<file path="config.mk">
export PLATFORM = sky130hd
export DESIGN_NAME = bist_run_sequencer
export DESIGN_NICKNAME = d
export VERILOG_FILES = /design/src/rtl/bist_seq_pkg.sv /design/src/rtl/bist_watchdog.sv /design/src/rtl/bist_run_sequencer.sv
export SDC_FILE = /design/constraint.sdc
export NUM_CORES = 1
export LEC_CHECK = 0
export BUFFER_PORTS_ARGS = -buffer_cell sky130_fd_sc_hd__buf_4
export CELL_PAD_IN_SITES_DETAIL_PLACEMENT = 1
export CELL_PAD_IN_SITES_GLOBAL_PLACEMENT = 2
export CORE_MARGIN = 4
export CORE_UTILIZATION = 29
export DETAILED_ROUTE_END_ITERATION = 6
export PLACE_DENSITY_LB_ADDON = 0.1
export SLEW_MARGIN = 10
export SYNTH_ARGS = -nofsm -noshare
export SYNTH_HDL_FRONTEND = slang
export SYNTH_SLANG_ARGS = --single-unit
</file>
<file path="constraint.sdc">
create_clock -name clk -period 2.6 [get_ports clk]
set_clock_uncertainty 0.1 [all_clocks]
set_input_delay 0.13 -clock clk [delete_from_list [all_inputs] [get_ports clk]]
set_output_delay 0.13 -clock clk [all_outputs]
set_load 0.02 [all_outputs]
</file>
<file path="src/rtl/bist_seq_pkg.sv">
// Shared definitions for the BIST run sequencer: state encoding and a width helper.
package bist_seq_pkg;

  typedef enum logic [2:0] {
    ST_IDLE   = 3'd0,
    ST_RUN    = 3'd1,
    ST_CHECK  = 3'd2,
    ST_GAP    = 3'd3,
    ST_FINISH = 3'd4
  } state_e;

  // Bits needed to hold 0..value-1, never less than 1.
  function automatic int clog2(input int value);
    int w;
    w = 1;
    for (int i = 1; i < 31; i++) begin
      if ((1 << i) < value) w = i + 1;
    end
    return w;
  endfunction

endpackage

</file>
<file path="src/rtl/bist_watchdog.sv">
// Clear/enable up-counter whose registered expire flag is high while the count sits at LIMIT-1.
module bist_watchdog
  import bist_seq_pkg::*;
#(
  parameter int LIMIT = 1024
) (
  input  logic i_clk,
  input  logic i_rst,
  input  logic i_clr,
  input  logic i_en,
  output logic o_expire
);

  localparam int W = clog2(LIMIT);
  localparam logic [W-1:0] LAST = W'(LIMIT - 1);

  logic [W-1:0] r_cnt;
  logic         r_exp;

  // The flag is precomputed one edge ahead so the FSM sees it in the LIMIT-th enabled cycle.
  always_ff @(posedge i_clk) begin
    if (i_rst || i_clr) begin
      r_cnt <= '0;
      r_exp <= (LIMIT == 1);
    end else if (i_en && !r_exp) begin
      r_cnt <= r_cnt + 1'b1;
      r_exp <= ((r_cnt + 1'b1) == LAST);
    end
  end

  assign o_expire = r_exp;

endmodule

</file>
<file path="src/rtl/bist_run_sequencer.sv">
// Runs the BIST engine for a programmed number of passes, counting passes and failures,
// with a per-pass watchdog and a fixed low gap between passes.
module bist_run_sequencer
  import bist_seq_pkg::*;
#(
  parameter int CNT_W        = 8,
  parameter int TIMEOUT_CYC  = 1024,
  parameter int GAP_CYC      = 2,
  parameter int STOP_ON_FAIL = 0
) (
  input  logic             clk,
  input  logic             TLR,
  input  logic             START,
  input  logic             ABORT,
  input  logic [CNT_W-1:0] PASS_LIMIT,
  input  logic             BIST_DONE,
  input  logic             BIST_ERROR,
  output logic             RUNBIST_SELECT,
  output logic             BUSY,
  output logic             DONE,
  output logic             FAIL,
  output logic             TIMEOUT,
  output logic [CNT_W-1:0] PASS_CNT,
  output logic [CNT_W-1:0] ERR_CNT,
  output logic [2:0]       o_dbg_state
);

  // Control interface: START and ABORT are single-cycle level requests sampled on every
  // edge with no handshake back; START is taken only in IDLE without ABORT, ABORT only
  // when busy. BIST_DONE is a level from the engine, acted on only in RUN.

  state_e           r_state;
  state_e           w_next;
  logic             r_sel;
  logic             r_done;
  logic             r_fail;
  logic             r_timeout;
  logic [CNT_W-1:0] r_pass_cnt;
  logic [CNT_W-1:0] r_err_cnt;
  logic [CNT_W-1:0] r_limit;
  logic             r_pass_err;

  logic             w_wd_exp;
  logic             w_gap_exp;
  logic             w_start_ok;
  logic             w_pass_bad;
  logic [CNT_W-1:0] w_pass_next;
  logic             w_seq_end;
  logic             w_timeout_hit;

  bist_watchdog #(.LIMIT(TIMEOUT_CYC)) u_run_wd (
    .i_clk    (clk),
    .i_rst    (TLR),
    .i_clr    (r_state != ST_RUN),
    .i_en     (r_state == ST_RUN),
    .o_expire (w_wd_exp)
  );

  bist_watchdog #(.LIMIT(GAP_CYC)) u_gap_tmr (
    .i_clk    (clk),
    .i_rst    (TLR),
    .i_clr    (r_state != ST_GAP),
    .i_en     (r_state == ST_GAP),
    .o_expire (w_gap_exp)
  );

  assign w_start_ok    = START && !ABORT;
  assign w_pass_bad    = r_pass_err | BIST_ERROR;
  assign w_pass_next   = r_pass_cnt + 1'b1;
  assign w_seq_end     = ((r_limit != '0) && (w_pass_next == r_limit)) ||
                         ((STOP_ON_FAIL != 0) && w_pass_bad);
  // BIST_DONE on the expiry edge wins, so the pass is checked rather than timed out.
  assign w_timeout_hit = (r_state == ST_RUN) && !ABORT && !BIST_DONE && w_wd_exp;

  always_comb begin
    w_next = r_state;
    case (r_state)
      ST_IDLE:   if (w_start_ok) w_next = ST_RUN;
      ST_RUN: begin
        if (ABORT)          w_next = ST_FINISH;
        else if (BIST_DONE) w_next = ST_CHECK;
        else if (w_wd_exp)  w_next = ST_FINISH;
      end
      ST_CHECK:  w_next = (ABORT || w_seq_end) ? ST_FINISH : ST_GAP;
      ST_GAP: begin
        if (ABORT)          w_next = ST_FINISH;
        else if (w_gap_exp) w_next = ST_RUN;
      end
      ST_FINISH: w_next = ST_IDLE;
      default:   w_next = ST_IDLE;
    endcase
  end

  always_ff @(posedge clk) begin
    if (TLR) r_state <= ST_IDLE;
    else     r_state <= w_next;
  end

  always_ff @(posedge clk) begin
    if (TLR) begin
      r_sel      <= 1'b0;
      r_done     <= 1'b0;
      r_fail     <= 1'b0;
      r_timeout  <= 1'b0;
      r_pass_cnt <= '0;
      r_err_cnt  <= '0;
      r_limit    <= '0;
      r_pass_err <= 1'b0;
    end else begin
      r_sel  <= (w_next == ST_RUN);
      r_done <= (r_state == ST_FINISH);
      case (r_state)
        ST_IDLE: begin
          if (w_start_ok) begin
            r_limit    <= PASS_LIMIT;
            r_pass_cnt <= '0;
            r_err_cnt  <= '0;
            r_fail     <= 1'b0;
            r_timeout  <= 1'b0;
            r_pass_err <= 1'b0;
          end
        end
        ST_RUN: begin
          r_pass_err <= r_pass_err | BIST_ERROR;
          if (w_timeout_hit) begin
            r_timeout <= 1'b1;
            r_fail    <= 1'b1;
          end
        end
        ST_CHECK: begin
          // A pass that reached CHECK is counted even if ABORT arrives in this cycle.
          r_pass_cnt <= w_pass_next;
          r_pass_err <= 1'b0;
          if (w_pass_bad) begin
            r_fail <= 1'b1;
            if (r_err_cnt != '1) r_err_cnt <= r_err_cnt + 1'b1;
          end
        end
        default: ;
      endcase
    end
  end

  assign RUNBIST_SELECT = r_sel;
  assign BUSY           = (r_state != ST_IDLE);
  assign DONE           = r_done;
  assign FAIL           = r_fail;
  assign TIMEOUT        = r_timeout;
  assign PASS_CNT       = r_pass_cnt;
  assign ERR_CNT        = r_err_cnt;
  assign o_dbg_state    = r_state;

endmodule

</file>
After elaboration in Yosys (flattened, before gate mapping)
Cells that the tools add are included.
Word-level totals
  output and inout port bits: 24
  flip-flop bits (word level): 44
  logic and storage cells: 76
Operators by class
  reduce and logical (&&, ||, !) cells: 26
  $add $sub $neg: 4
  equal/unequal tests: 14
  bitwise operators: 1
  muxes and demuxes: 19
Operators with widths (count)
  $pmux W8 S2: 2
  $mux W8: 3
  $mux W3: 7
  $add A8 B1 Y8 const B: 2
  $pmux W3 S4: 1
  $add A10 B1 Y10 const B: 1
  $eq A10 B10 Y1 const B: 1
  $eq A8 B8 Y1: 1
  $ne A2 B2 Y1 const B: 4
  $ne A8 B8 Y1 const B: 1
  $reduce_and A4 Y1: 2
  $reduce_bool A8 Y1: 1
  $logic_and A1 B1 Y1: 7
  $eq A3 B1 Y1 const B: 2
  $eq A3 B2 Y1 const B: 2
  $pmux W1 S3: 2
  $reduce_and A2 Y1: 3
  $reduce_bool A3 Y1: 2
  $logic_not A1 Y1: 4
  $reduce_bool A2 Y1: 2
  $eq A3 B3 Y1 const B: 1
  $logic_not A3 Y1: 1
  $logic_or A1 B1 Y1: 3
  $mux W1: 3
  other kinds (6): 6

Logic depth before layout (Yosys ltp)
  word-level depth: 7
  gate-level depth with buffers: 6

Hierarchy
From an unflattened synthesis, not the netlist that was laid out.
Second synthesis, totals
  cell total of the unflattened synthesis: 290
  area, all modules: 2398.6 um^2
Modules (own cells, without submodules)
  bist_run_sequencer: area each 1734.2 um^2, times used 1, cells an instance 211
  bist_watchdog (u_run_wd): area each 630.6 um^2, times used 1, cells an instance 76
  bist_watchdog (u_gap_tmr): area each 33.8 um^2, times used 1, cells an instance 3

Least setup slack after synthesis
No wires, ideal clock.
  path kind: reg2reg
  from: register r_pass_cnt[0], in the netlist PASS_CNT[0]
  to: register r_state[0], in the netlist o_dbg_state[0]
  path slack: 0.574 ns
  library setup time: 0.128 ns
  buffers on the path: 0
  arrival: 1.798 ns
  stages on the path, launching flop included: 7
  clock period less this slack: 2.026 ns
  required time: 2.372 ns
  cells stage by stage: dfxtp_1 > ha_1 > nand3_1 > xor2_1 > a211o_1 > o41ai_1 > nand2_1
On the way
  word-level cells in the longest chain between the ends: 6
RTL lines
  start, declared: RTL line bist_run_sequencer.sv:38  | logic [CNT_W-1:0] r_pass_cnt;
  start signal, assigned: RTL line bist_run_sequencer.sv:132  | r_pass_cnt <= w_pass_next;
  $add A8 B1 Y8: RTL line bist_run_sequencer.sv:69  | assign w_pass_next = r_pass_cnt + 1'b1;
  $eq A8 B8 Y1: RTL line bist_run_sequencer.sv:70  | assign w_seq_end = ((r_limit != '0) && (w_pass_next == r_limit)) ||
  $logic_and A1 B1 Y1: RTL line bist_run_sequencer.sv:70
  $logic_or A1 B1 Y1: RTL line bist_run_sequencer.sv:84  | ST_CHECK: w_next = (ABORT || w_seq_end) ? ST_FINISH : ST_GAP;
  $mux W3: RTL line bist_run_sequencer.sv:84
  $pmux W3 S4: RTL line bist_run_sequencer.sv:77  | case (r_state)
  end signal, assigned: RTL line bist_run_sequencer.sv:96  | else r_state <= w_next;
  end, declared: RTL line bist_run_sequencer.sv:32  | state_e r_state;
Every way passes these cells.
A chain may end at the register's enable or synchronous reset.

Worst setup path after layout
  from: register r_pass_cnt[0], in the netlist PASS_CNT[0]
  to: register r_state[1], in the netlist o_dbg_state[1]
The elaborated chain is that of the path after synthesis.

==> results by group <==
Status
  • Status: finished, final reports clean

Placement
  • Hpwl dp: 4.46 mm
  • Final GP Congestion: ~0.71
  • Dpl cells: ~400
  • Port Buffers: 37

Global route
  • GRT Util Overall: between 10% and 20%
  • Initial antenna violation count: 0
  • Largest net degree at the start of global routing: 24
  • Vias in the first global route: around 2000
  • Overflow after GRT: 0
  • First-pass GRT wire length: roughly 10 mm

Floorplan
  • Core Area: around 7300 um^2
  • Die Footprint: 9110 um^2
  • Chip height: between 90 and 100 um
  • Num rows: 31
  • Die X: 95.4 um
  • I/O pin total: 38
  • Initial Utilization: between 30 and 40%

Min path
  • Min-Delay Startpoint: TLR
  • HP Class: input port to flip-flop

STA
  • RSZ-0062 raised after global routing: no
  • Hold slack: between 0.09 and 0.1 ns
  • Final Hold Viols: 0
  • Final min period: between 2 and 2.5 ns
  • Max Slew Vio Count: 0
  • Final setup viols: 0
  • Final critical-path share of the clock period: 81.7%
  • Slew @ Worst Pin: 0.683 ns
  • Rel. slew slack: a little over half
  • Setup_tns: 0 ns
  • FMAX: about 470 MHz

Yosys
  • EDFF count, synth: 0
  • Synth Register Bits: between 40 and 50
  • Netlist Area Pre-Place: between 2000 and 2500 um^2
  • Synth warnings: 0
  • Synth area leaders: dfxtp_1, nor2_1, xnor2_1
  • Synth area leader: dfxtp_1
  • Syn_nets: 287
  • Syn Inst Count: 269
  • Unique masters post-synth: 40
  • Avg Inst Size Synth: between 8 and 9 um^2
  • Top cell type's share of synthesized area: 39.7%
  • Top FF cell, synth: dfxtp_1
  • Asr flop ratio synth: 0%
  • Register area share after synthesis: 39.7%
  • Most common cell in the netlist: nor2_1
  • Synth cell count leaders: nor2_1, dfxtp_1, nand2_1

Clock tree
  • H-tree lvl count: 2
  • CTS tree: done
  • Setup Buffers After CTS: 0
  • CTS Hold Buffers Added: 9
  • Skew-Pair Late Insertion Delay: between 0.2 and 0.3 ns
  • Root Buffer: clkbuf_8
  • CTS Sinks: 44
  • Post_cts resized: 0
  • CTS Buffer Depth: 2
  • CTS buffer count: 5
  • Clock slew at reported path FFs: 0.08 ns

Power and ir drop
  • VDD IR max: about 0.18 mV
  • Pwr/cell area: between 400 and 500 nW/um^2
  • Leak Pwr: 1.08 nW

Critical path
  • CP required: 2.67 ns
  • CP endpoint: o_dbg_state[1]
  • R2R Path End: o_dbg_state[1]
  • R2R Setup Slk: roughly 0.48 ns
  • R2R Path Start: PASS_CNT[0]
  • Worst Setup End Kind: flip-flop
  • Critical Path AT: approximately 2.2 ns
  • CP Class: flip-flop to flip-flop
  • Worst-path fanout max: 8
  • Cells on worst reg2reg path: 6
  • Crit. Startpoint: PASS_CNT[0]
  • Startpoint types: flip-flop

Finish
  • ANT cells: 0
  • Share of layout cells above drive strength 1: between 10% and 20%
  • Synthesis-to-finish area growth: 25.2%
  • FILL cells: roughly 900
  • # nets final: between 300 and 400
  • Final Non-Filler Cells: a little over 400

Job
  • Max cap viols: 0

Route
  • Wirelength, routed: 6.03 mm
  • DRC: 0
  • Detailed-route via count: around 2000
  • DR vias/cell: roughly 4.9
  • DR pass1 iterations: 4
  • Starting DRC count in detailed routing: 52
  • Final ANT Viol Nets: 0
  • WL/cell: around 15 um
critical path, cell delays in order, from the launching register on:
cell	delay (ns)
dfxtp_1	0.46
ha_1	0.34
nand3_1	0.17
xor2_1	0.18
a211o_1	0.31
o41ai_1	0.34
nand2_1	0.10
routing by layer:
layer,GRT usage (%),vias to the layer above,routed length (um)
met4,3.20,0,39
met3,3.00,2,221
met1,20.7,952,3140
li1,-,1025,-
met5,0,-,0
met2,21.7,25,2630
power by group:
group / internal (mW) / switching, mW
Clock: 0.216 / 0.232
Sequential: 0.685 / 0.0130
Combinational: 0.0608 / 0.0705
Total: 0.962 / 0.316
per-stage QoR:
stage / total power [mW] / utilization (%) / cell area [um^2] / worst slack (ns)
after global routing: 1.35 / 37.9 / 2780 / 0.277
after CTS: 1.31 / 37.9 / 2780 / 0.452
after detailed placement: 0.836 / 35.3 / 2590 / 0.464
after global placement: 0.835 / 35.3 / 2590 / 0.505
final: 1.28 / 37.9 / 2780 / 0.476
after floorplan: 0.784 / - / 2220 / 0.574
cells by family (layout without fill, tap and decap cells):
logic type / after synthesis / count (layout) / synth area share (%)
multiplexers: 9 / 9 / 4.06
AO/OA/AOI/OAI: 40 / 40 / 10.6
buffers and inverters: 19 / 64 / 3.61
flip-flops: 44 / 44 / 39.7
AND/OR/NAND/NOR: 126 / 126 / 29.1
XOR/XNOR: 27 / 27 / 10.7
adder cells (fa/ha/maj): 4 / 4 / 2.26
layout by cell type (no fill, tap or decap), drive strengths merged, types with 6 or more instances in the layout:
cell,Yosys,final
a21oi,18,18
buf,3,41
clkbuf,10,7
dfxtp,44,44
dlygate4sd3,0,9
inv,6,6
mux2i,9,9
nand2,19,19
nand3,14,14
nor2,46,46
nor4,10,10
o21ai,12,12
xnor2,18,18
xor2,9,9
cell type report:
| class | count | area, um^2 | share of cell area, % |
|---|---|---|---|
| clock buffer | 7 | 86.3 | 3.11 |
| clock inverter | 1 | 7.51 | 0.271 |
| inverter | 6 | 22.5 | 0.812 |
| multi-input combinational | 206 | 1260 | 45.3 |
| sequential | 44 | 881 | 31.7 |
| tap | 99 | 124 | 4.46 |
| timing repair buffer | 50 | 398 | 14.3 |
worst min path at each step:
| stage | to | depth (start not counted) |
|---|---|---|
| final | r_limit[5] | 2 |
| after detailed placement | r_limit[3] | 3 |
| after global routing | r_limit[3] | 2 |
| after global placement | r_limit[6] | 3 |
| after CTS | r_limit[1] | 2 |
| after floorplan | r_limit[0] | 2 |
state kept, by name, summed over array words and instances, names as in the netlist:
signal / flops
DONE: 1
ERR_CNT: 8
FAIL: 1
PASS_CNT: 8
RUNBIST_SELECT: 1
TIMEOUT: 1
o_dbg_state: 3
r_limit: 8
r_pass_err: 1
u_gap_tmr.r_cnt: 1
u_run_wd.o_expire: 1
u_run_wd.r_cnt: 10
(Power assumes the default switching activity.)
